File: config.mk
export PLATFORM = sky130hd
export DESIGN_NAME = tcm_arbiter
export DESIGN_NICKNAME = d
export VERILOG_FILES = /design/src/rtl/tcm_arbiter.sv
export SDC_FILE = /design/constraint.sdc
export NUM_CORES = 1
export LEC_CHECK = 0
export ABC_AREA = 0
export BUFFER_PORTS_ARGS = -buffer_cell sky130_fd_sc_hd__buf_4
export CORE_AREA = 4 4 111 113
export CTS_BUF_LIST = sky130_fd_sc_hd__clkbuf_4 sky130_fd_sc_hd__clkbuf_8
export DETAILED_ROUTE_END_ITERATION = 8
export DIE_AREA = 0 0 115 117
export HOLD_SLACK_MARGIN = 0.03
export REMOVE_ABC_BUFFERS = 1
export SYNTH_ARGS = -nofsm -noshare
export SYNTH_HDL_FRONTEND = slang
export SYNTH_SLANG_ARGS = --single-unit
File: constraint.sdc
create_clock -name clk_i -period 1.5 [get_ports clk_i]
set_input_delay 0.225 -clock clk_i [delete_from_list [all_inputs] [get_ports clk_i]]
set_output_delay 0.225 -clock clk_i [all_outputs]
set_load 0.005 [all_outputs]
File: src/rtl/tcm_arbiter.sv
// tcm_arbiter: shares one TCM SRAM port between the core data side (M0) and
// the DMA/loader (M1). One access per cycle is issued to the SRAM in the
// accept cycle; the response (ready/data/err) returns to the owner one cycle
// later. Out-of-window addresses are granted but never reach the SRAM, and
// they return an error response.
//
// Optional feature: define TCM_ARB_STARVE_EN to enable the M1 starvation
// guard. M1 wins over M0 once it has waited STARVE_LIMIT consecutive cycles.
// Without the macro, M0 has strict priority.
module tcm_arbiter #(
  parameter int unsigned DATA_WIDTH   = 32,
  parameter int unsigned N_ENTRIES    = 1024,
  parameter logic [31:0] TCM_BASE     = 32'h0000_0000,
  parameter int unsigned STARVE_LIMIT = 8
) (
  input  logic                         clk_i,
  input  logic                         rst_i,
  input  logic                         m0_req_i,
  input  logic                         m0_we_i,
  input  logic [DATA_WIDTH/8-1:0]      m0_be_i,
  input  logic [31:0]                  m0_addr_i,
  input  logic [DATA_WIDTH-1:0]        m0_data_i,
  output logic                         m0_gnt_o,
  output logic                         m0_ready_o,
  output logic [DATA_WIDTH-1:0]        m0_data_o,
  output logic                         m0_err_o,
  input  logic                         m1_req_i,
  input  logic                         m1_we_i,
  input  logic [DATA_WIDTH/8-1:0]      m1_be_i,
  input  logic [31:0]                  m1_addr_i,
  input  logic [DATA_WIDTH-1:0]        m1_data_i,
  output logic                         m1_gnt_o,
  output logic                         m1_ready_o,
  output logic [DATA_WIDTH-1:0]        m1_data_o,
  output logic                         m1_err_o,
  output logic                         sram_en_o,
  output logic                         sram_we_o,
  output logic [DATA_WIDTH/8-1:0]      sram_be_o,
  output logic [$clog2(N_ENTRIES)-1:0] sram_addr_o,
  output logic [DATA_WIDTH-1:0]        sram_data_o,
  input  logic [DATA_WIDTH-1:0]        sram_data_i
);

  localparam int unsigned BE_W      = DATA_WIDTH / 8;
  localparam int unsigned AW        = $clog2(N_ENTRIES);
  localparam int unsigned OFF_W     = $clog2(BE_W);
  localparam logic [32:0] WIN_BYTES = 33'(N_ENTRIES) * 33'(BE_W);

  // M1 overrides M0 when the starvation guard fires this cycle
  logic starve_win;

`ifdef TCM_ARB_STARVE_EN
  logic [7:0] starve_cnt_q;

  assign starve_win = m1_req_i && (starve_cnt_q == 8'(STARVE_LIMIT));

  // Count consecutive cycles M1 waits without a grant; saturate at 255
  always_ff @(posedge clk_i) begin
    if (rst_i) begin
      starve_cnt_q <= '0;
    end else if (m1_req_i && !m1_gnt_o) begin
      if (starve_cnt_q != 8'hFF) begin
        starve_cnt_q <= starve_cnt_q + 8'd1;
      end
    end else begin
      starve_cnt_q <= '0;
    end
  end
`else
  localparam int unsigned unused_starve_limit = STARVE_LIMIT;
  assign starve_win = 1'b0;
`endif

  // Grants are purely combinational; nothing is granted while in reset
  assign m1_gnt_o = !rst_i && m1_req_i && (!m0_req_i || starve_win);
  assign m0_gnt_o = !rst_i && m0_req_i && !starve_win;

  logic                  accept;
  logic                  sel_m1;
  logic                  sel_we;
  logic [BE_W-1:0]       sel_be;
  logic [31:0]           sel_addr;
  logic [DATA_WIDTH-1:0] sel_data;
  logic [32:0]           win_off;
  logic [32:0]           win_word;
  logic                  in_win;
  logic                  unused_word_hi;

  assign accept = m0_gnt_o || m1_gnt_o;
  assign sel_m1 = m1_gnt_o;

  // Route the winning requester's attributes toward the SRAM port
  always_comb begin
    sel_we   = m0_we_i;
    sel_be   = m0_be_i;
    sel_addr = m0_addr_i;
    sel_data = m0_data_i;
    if (sel_m1) begin
      sel_we   = m1_we_i;
      sel_be   = m1_be_i;
      sel_addr = m1_addr_i;
      sel_data = m1_data_i;
    end
  end

  // The extra top bit goes high for addresses below the base, which then
  // compare as huge and fall outside the window
  assign win_off        = {1'b0, sel_addr} - {1'b0, TCM_BASE};
  assign in_win         = (win_off < WIN_BYTES);
  assign win_word       = win_off >> OFF_W;
  assign unused_word_hi = ^win_word[32:AW];

  // ---- stage boundary: request issued to SRAM this cycle ----
  assign sram_en_o   = accept && in_win;
  assign sram_we_o   = sram_en_o && sel_we;
  assign sram_be_o   = sram_en_o ? sel_be : '0;
  assign sram_addr_o = win_word[AW-1:0];
  assign sram_data_o = sel_data;

  logic resp_vld_q;
  logic resp_owner_q;
  logic resp_err_q;
  logic resp_we_q;

  // Capture who owns the response returning in the next cycle
  always_ff @(posedge clk_i) begin
    if (rst_i) begin
      resp_vld_q   <= 1'b0;
      resp_owner_q <= 1'b0;
      resp_err_q   <= 1'b0;
      resp_we_q    <= 1'b0;
    end else begin
      resp_vld_q <= accept;
      if (accept) begin
        resp_owner_q <= sel_m1;
        resp_err_q   <= !in_win;
        resp_we_q    <= sel_we;
      end
    end
  end

  // ---- stage boundary: response returned to owner ----
  logic                  resp_live;
  logic [DATA_WIDTH-1:0] resp_data;

  // A response pending when reset arrives is dropped, not shown
  assign resp_live  = resp_vld_q && !rst_i;
  assign resp_data  = (resp_err_q || resp_we_q) ? '0 : sram_data_i;

  assign m0_ready_o = resp_live && !resp_owner_q;
  assign m1_ready_o = resp_live && resp_owner_q;
  assign m0_err_o   = m0_ready_o && resp_err_q;
  assign m1_err_o   = m1_ready_o && resp_err_q;
  assign m0_data_o  = m0_ready_o ? resp_data : '0;
  assign m1_data_o  = m1_ready_o ? resp_data : '0;

endmodule

Yosys cells after proc, flatten, opt, wreduce, memory -nomap -nowiden
Cells that the tools add are included.
W data, S select, Z words.
- magnitude comparators: 1
- muxes and demuxes: 8
- reductions and logical operators: 16
- operators by type and width (kind ; count):
    $mux W32 ; 5
    $lt A32 B13 Y1 const B ; 1
    $logic_and A1 B1 Y1 ; 10
    $mux W4 ; 2
    $logic_not A1 Y1 ; 4
    $logic_or A1 B1 Y1 ; 2
    $mux W1 ; 1
- register bits after elaboration: 4
- bits of input ports: 174
- logic and storage cells: 29

Depth between registers and ports, before layout
- depth in word-level cells: 7
- gate-level depth with buffers: 5
- mapped depth without buffers: 4

Worst setup path after synthesis
No wires, ideal clock.
- path kind: input to output
- from: input rst_i
- to: output sram_data_o[27]
- arrival time: 1131 ps
- data required time: 1275 ps
- slack: 144 ps
- stages on the path: 4
- buffers on the path: 2
- cells stage by stage: nor3b_2 buf_6 buf_6 mux2_1
- cells in the longest elaborated chain, start to end: 4
- RTL lines (what ; line ; source):
    start, declared ; 17 ; input logic rst_i,
    $logic_not A1 Y1 ; 75 ; assign m1_gnt_o = !rst_i && m1_req_i && (!m0_req_i || starve_win);
    $logic_and A1 B1 Y1 (2 in a row) ; 75 ;
    net m1_gnt_o ; 32 ; output logic m1_gnt_o,
    $mux W32 ; 98 ; if (sel_m1) begin
    end, declared ; 40 ; output logic [DATA_WIDTH-1:0] sram_data_o,
The timed path passes the listed nets, and every way through them passes these cells.

Worst setup path in the final report
- from: input rst_i
- to: output sram_be_o[0]
- cells in the longest elaborated chain, start to end: 7
- elaborated cells on any way between the ends: 10
- those cells by class: 1 x order compare; 3 x mux; 6 x reduce/logical
- RTL lines (what ; line ; source):
    $logic_not A1 Y1 (*) ; 75, 76 ;
    $logic_and A1 B1 Y1 (2 in a row) ; 75 ;
    $mux W32 ; 98 ;
    $lt A32 B13 Y1 ; 109 ; assign in_win = (win_off < WIN_BYTES);
    $logic_and A1 B1 Y1 ; 114 ; assign sram_en_o = accept && in_win;
    $mux W4 (*) ; 116 ; assign sram_be_o = sram_en_o ? sel_be : '0;
    end, declared ; 38 ; output logic [DATA_WIDTH/8-1:0] sram_be_o,
Every way passes the cells marked *; elsewhere a longest branch is shown, timed or not.

==> flow_summary_export.csv <==
group,metric,value,unit
sta,slew_violations,0,
clock_tree,clock_latency,220,ps
critical_path,worst-setup-path-type,"input pin to primary output",
power,powerDensity,291,nW/µm²
hold_path,min_to,"resp_we_q",
synth,synth_area_leaders,"mux2_2 (32%), and3_1 (31%), dfxtp_1 (6.1%)",
hold_path,worstHoldStart,"m0_we_i",
route,drc,0,
final_layout,syn_to_final_growth,278,%
route,num_vias,2750,
floorplanning,core,11300,µm²
clock_tree,clock-sinks,4,
floorplanning,dieArea,13500,µm²
critical_path,worstPathMaxFanout,7,
route,routedWlPerCell,18.8,µm
synth,avgSynthCellArea,7.70,µm²
run,maxCapViolations,0,
critical_path,reg2reg_from,"resp_err_q",
clock_tree,clk_path_buf_depth,2,
route,via_per_inst,4.38,
critical_path,endpoint_kind,"primary output",
synth,synth_common_cells,"and3_1 (65), mux2_2 (38), clkbuf_1 (12)",
synth,async_flop_share,0,%
synth,yosysTopAreaCell,"mux2_2",
sta,period_minus_slack,1670,ps
synth,ys_warn_count,0,
clock_tree,htreeDepth,1,
sta,skew,0,ps
critical_path,worstPathArrival,1450,ps
final_layout,instances_no_fill,628,
synth,syn_area,1320,µm²
global_routing,grt_pass1_vias,2689,
synth,ys_types,20,
place,gp_congestion,0.801,
sta,relSlewSlack,83.3,%
clock_tree,cts_tree,"built",
floorplanning,dieWidth,115,µm
critical_path,cp-startpoint,"rst_i",
route,drtAntennaViolNets,0,
critical_path,r2r-end,"resp_err_q",
global_routing,gr-usage-all-layers,13.8,%
place,hpwl,8580,µm
final_layout,diodes,0,
hold_path,worstHoldPathCells,3,
clock_tree,clkSlewWorstSetupHoldPaths,30,ps
critical_path,required,1270,ps
floorplanning,num_rows,39,
synth,synth_edf_count,0,
sta,fin_crit_sh,111,%
sta,fmax,598,MHz
critical_path,ff2ff_setup_slack,680,ps
synth,yosys_register_bits,4,
global_routing,grt_overflow_total,0,
synth,yosys.area.top_type_share,32.5,%
clock_tree,hold_buffers,0,
status,violations,"negative setup slack",
hold_path,worstHoldPathType,"input pin to flop",
synth,yosysMostFrequentCell,"and3_1",
place,dp_cells,607,
final_layout,fill_cells,1065,
synth,seq_area_frac_synth,6.08,%
sta,hold_violations,0,
synth,postSynthCellCount,171,
critical_path,reg2regPathDepth,1,
critical_path,cp-start-kind,"input pin",
power,p_leak,0.00255,µW
floorplanning,initial_core_util,11.6,%
global_routing,antenna_found_initial,1,
floorplanning,die_height,117,µm
route,drt_iter0_drc,50,
clock_tree,cts-root-buf,"clkbuf_8",
final_layout,nets,661,
sta,rsz0062_at_grt,"true",
clock_tree,cts_buffers,3,
sta,setup_ws,-171,ps
sta,whs,270,ps
floorplanning,boundaryPins,292,
place,numPortBuffers,287,
status,status,"finished, violations left",
sta,setup_viol,115,
route,drtPass1Iterations,4,
synth,ys.flop_type,"dfxtp_1",
final_layout,drive_gt1_share,89.9,%
global_routing,grt_pass1_wl,14300,µm
global_routing,grt_max_degree,65,
power,vdd_drop_max,0.000217,V
route,drt-total-wl,11800,µm
sta,worstMarginPinSlew,245,ps
==> final cells by class <==
| type | instances | area, µm² | share of cell area [%] |
|---|---|---|---|
| Clock buffer | 3 | 41.3 | 0.829 |
| Timing Repair Buffer | 329 | 3060 | 61.5 |
| Tap cell | 143 | 179 | 3.59 |
| Multi-Input combinational cell | 147 | 1610 | 32.3 |
| Sequential cell | 4 | 82.6 | 1.66 |
| Inverter | 2 | 7.51 | 0.151 |
==> through the flow <==
step	cell area [µm²]	setup TNS [ps]	total power [µW]	util, %	setup WS (ps)
CTS	4370	-8320	1350	38.6	-156
detailed placement	3820	-6990	950	33.8	-308
finish	4980	-10230	1450	44.0	-171
global placement	3820	-6390	939	33.8	-281
floorplan	1220	-113200	315	-	-1660
global route	4980	-15740	1540	44.0	-207
==> worst max path at each step <==
stage	endpoint	slack, ps	depth (start not counted)
after floorplan	sram_be_o[0]	-1660	4
after global placement	sram_be_o[0]	-280	8
after detailed placement	sram_be_o[3]	-310	7
after CTS	sram_be_o[2]	-160	7
after global routing	sram_be_o[0]	-210	7
final	sram_be_o[0]	-170	7
==> cells in the final DEF, fill, tap and decap left out, drive strengths merged <==
| cell type | count |
|---|---|
| buf | 323 |
| and3 | 65 |
| mux2 | 42 |
| nor2 | 11 |
| nor4 | 10 |
| clkbuf | 9 |
| mux2i | 6 |
| dfxtp | 4 |
| nor3b | 2 |
| inv | 2 |
| nand4 | 2 |
| nand2 | 2 |
| and2 | 2 |
| nor2b | 1 |
| o22a | 1 |
| nor3 | 1 |
| o311a | 1 |
| a21oi | 1 |
==> cell families after synthesis <==
| family | Yosys count | share of synthesized area [%] |
|---|---|---|
| buffers and inverters | 20 | 7.69 |
| AO/OA/AOI/OAI | 3 | 1.80 |
| flip-flops | 4 | 6.08 |
| AND/OR/NAND/NOR | 96 | 44.0 |
| multiplexers | 48 | 40.5 |
==> what timing repair did <==
item | CTS | global route
endpoints found under the setup margin | 74 | 115
pin swaps | 10 | 40
gates cloned | 4 | 6
gates resized for setup | 96 | 108
buffers inserted | 10 | 6
==> layer usage <==
metal | part of all wire (%) | track usage [%] | vias to the layer above
li1 | - | - | 1277
met1 | 32 | 14.5 | 1289
met2 | 55 | 25.9 | 166
met3 | 10 | 5.30 | 16
met4 | 1.9 | 3.68 | 2
met5 | 0.14 | 0 | -
==> registers in the layout (all words and copies together) (netlist names) <==
name,cells
resp_vld_q,1
resp_err_q,1
resp_we_q,1
resp_owner_q,1
==> report_power, final <==
| part | switching [µW] | total (µW) | leakage [µW] | internal (µW) |
|---|---|---|---|---|
| Sequential | 6.57 | 121 | 0.0000339 | 115 |
| Clock | 57.7 | 229 | 0.0000216 | 171 |
| Combinational | 362 | 1100 | 0.00249 | 739 |
==> critical path, cell delays in order <==
cell	delay (ps)
buf_8	100
nor3b_4	270
buf_12	160
nand4_1	110
o22a_4	330
nor2_2	110
buf_4	120
Power figures use the tool's default switching activity.
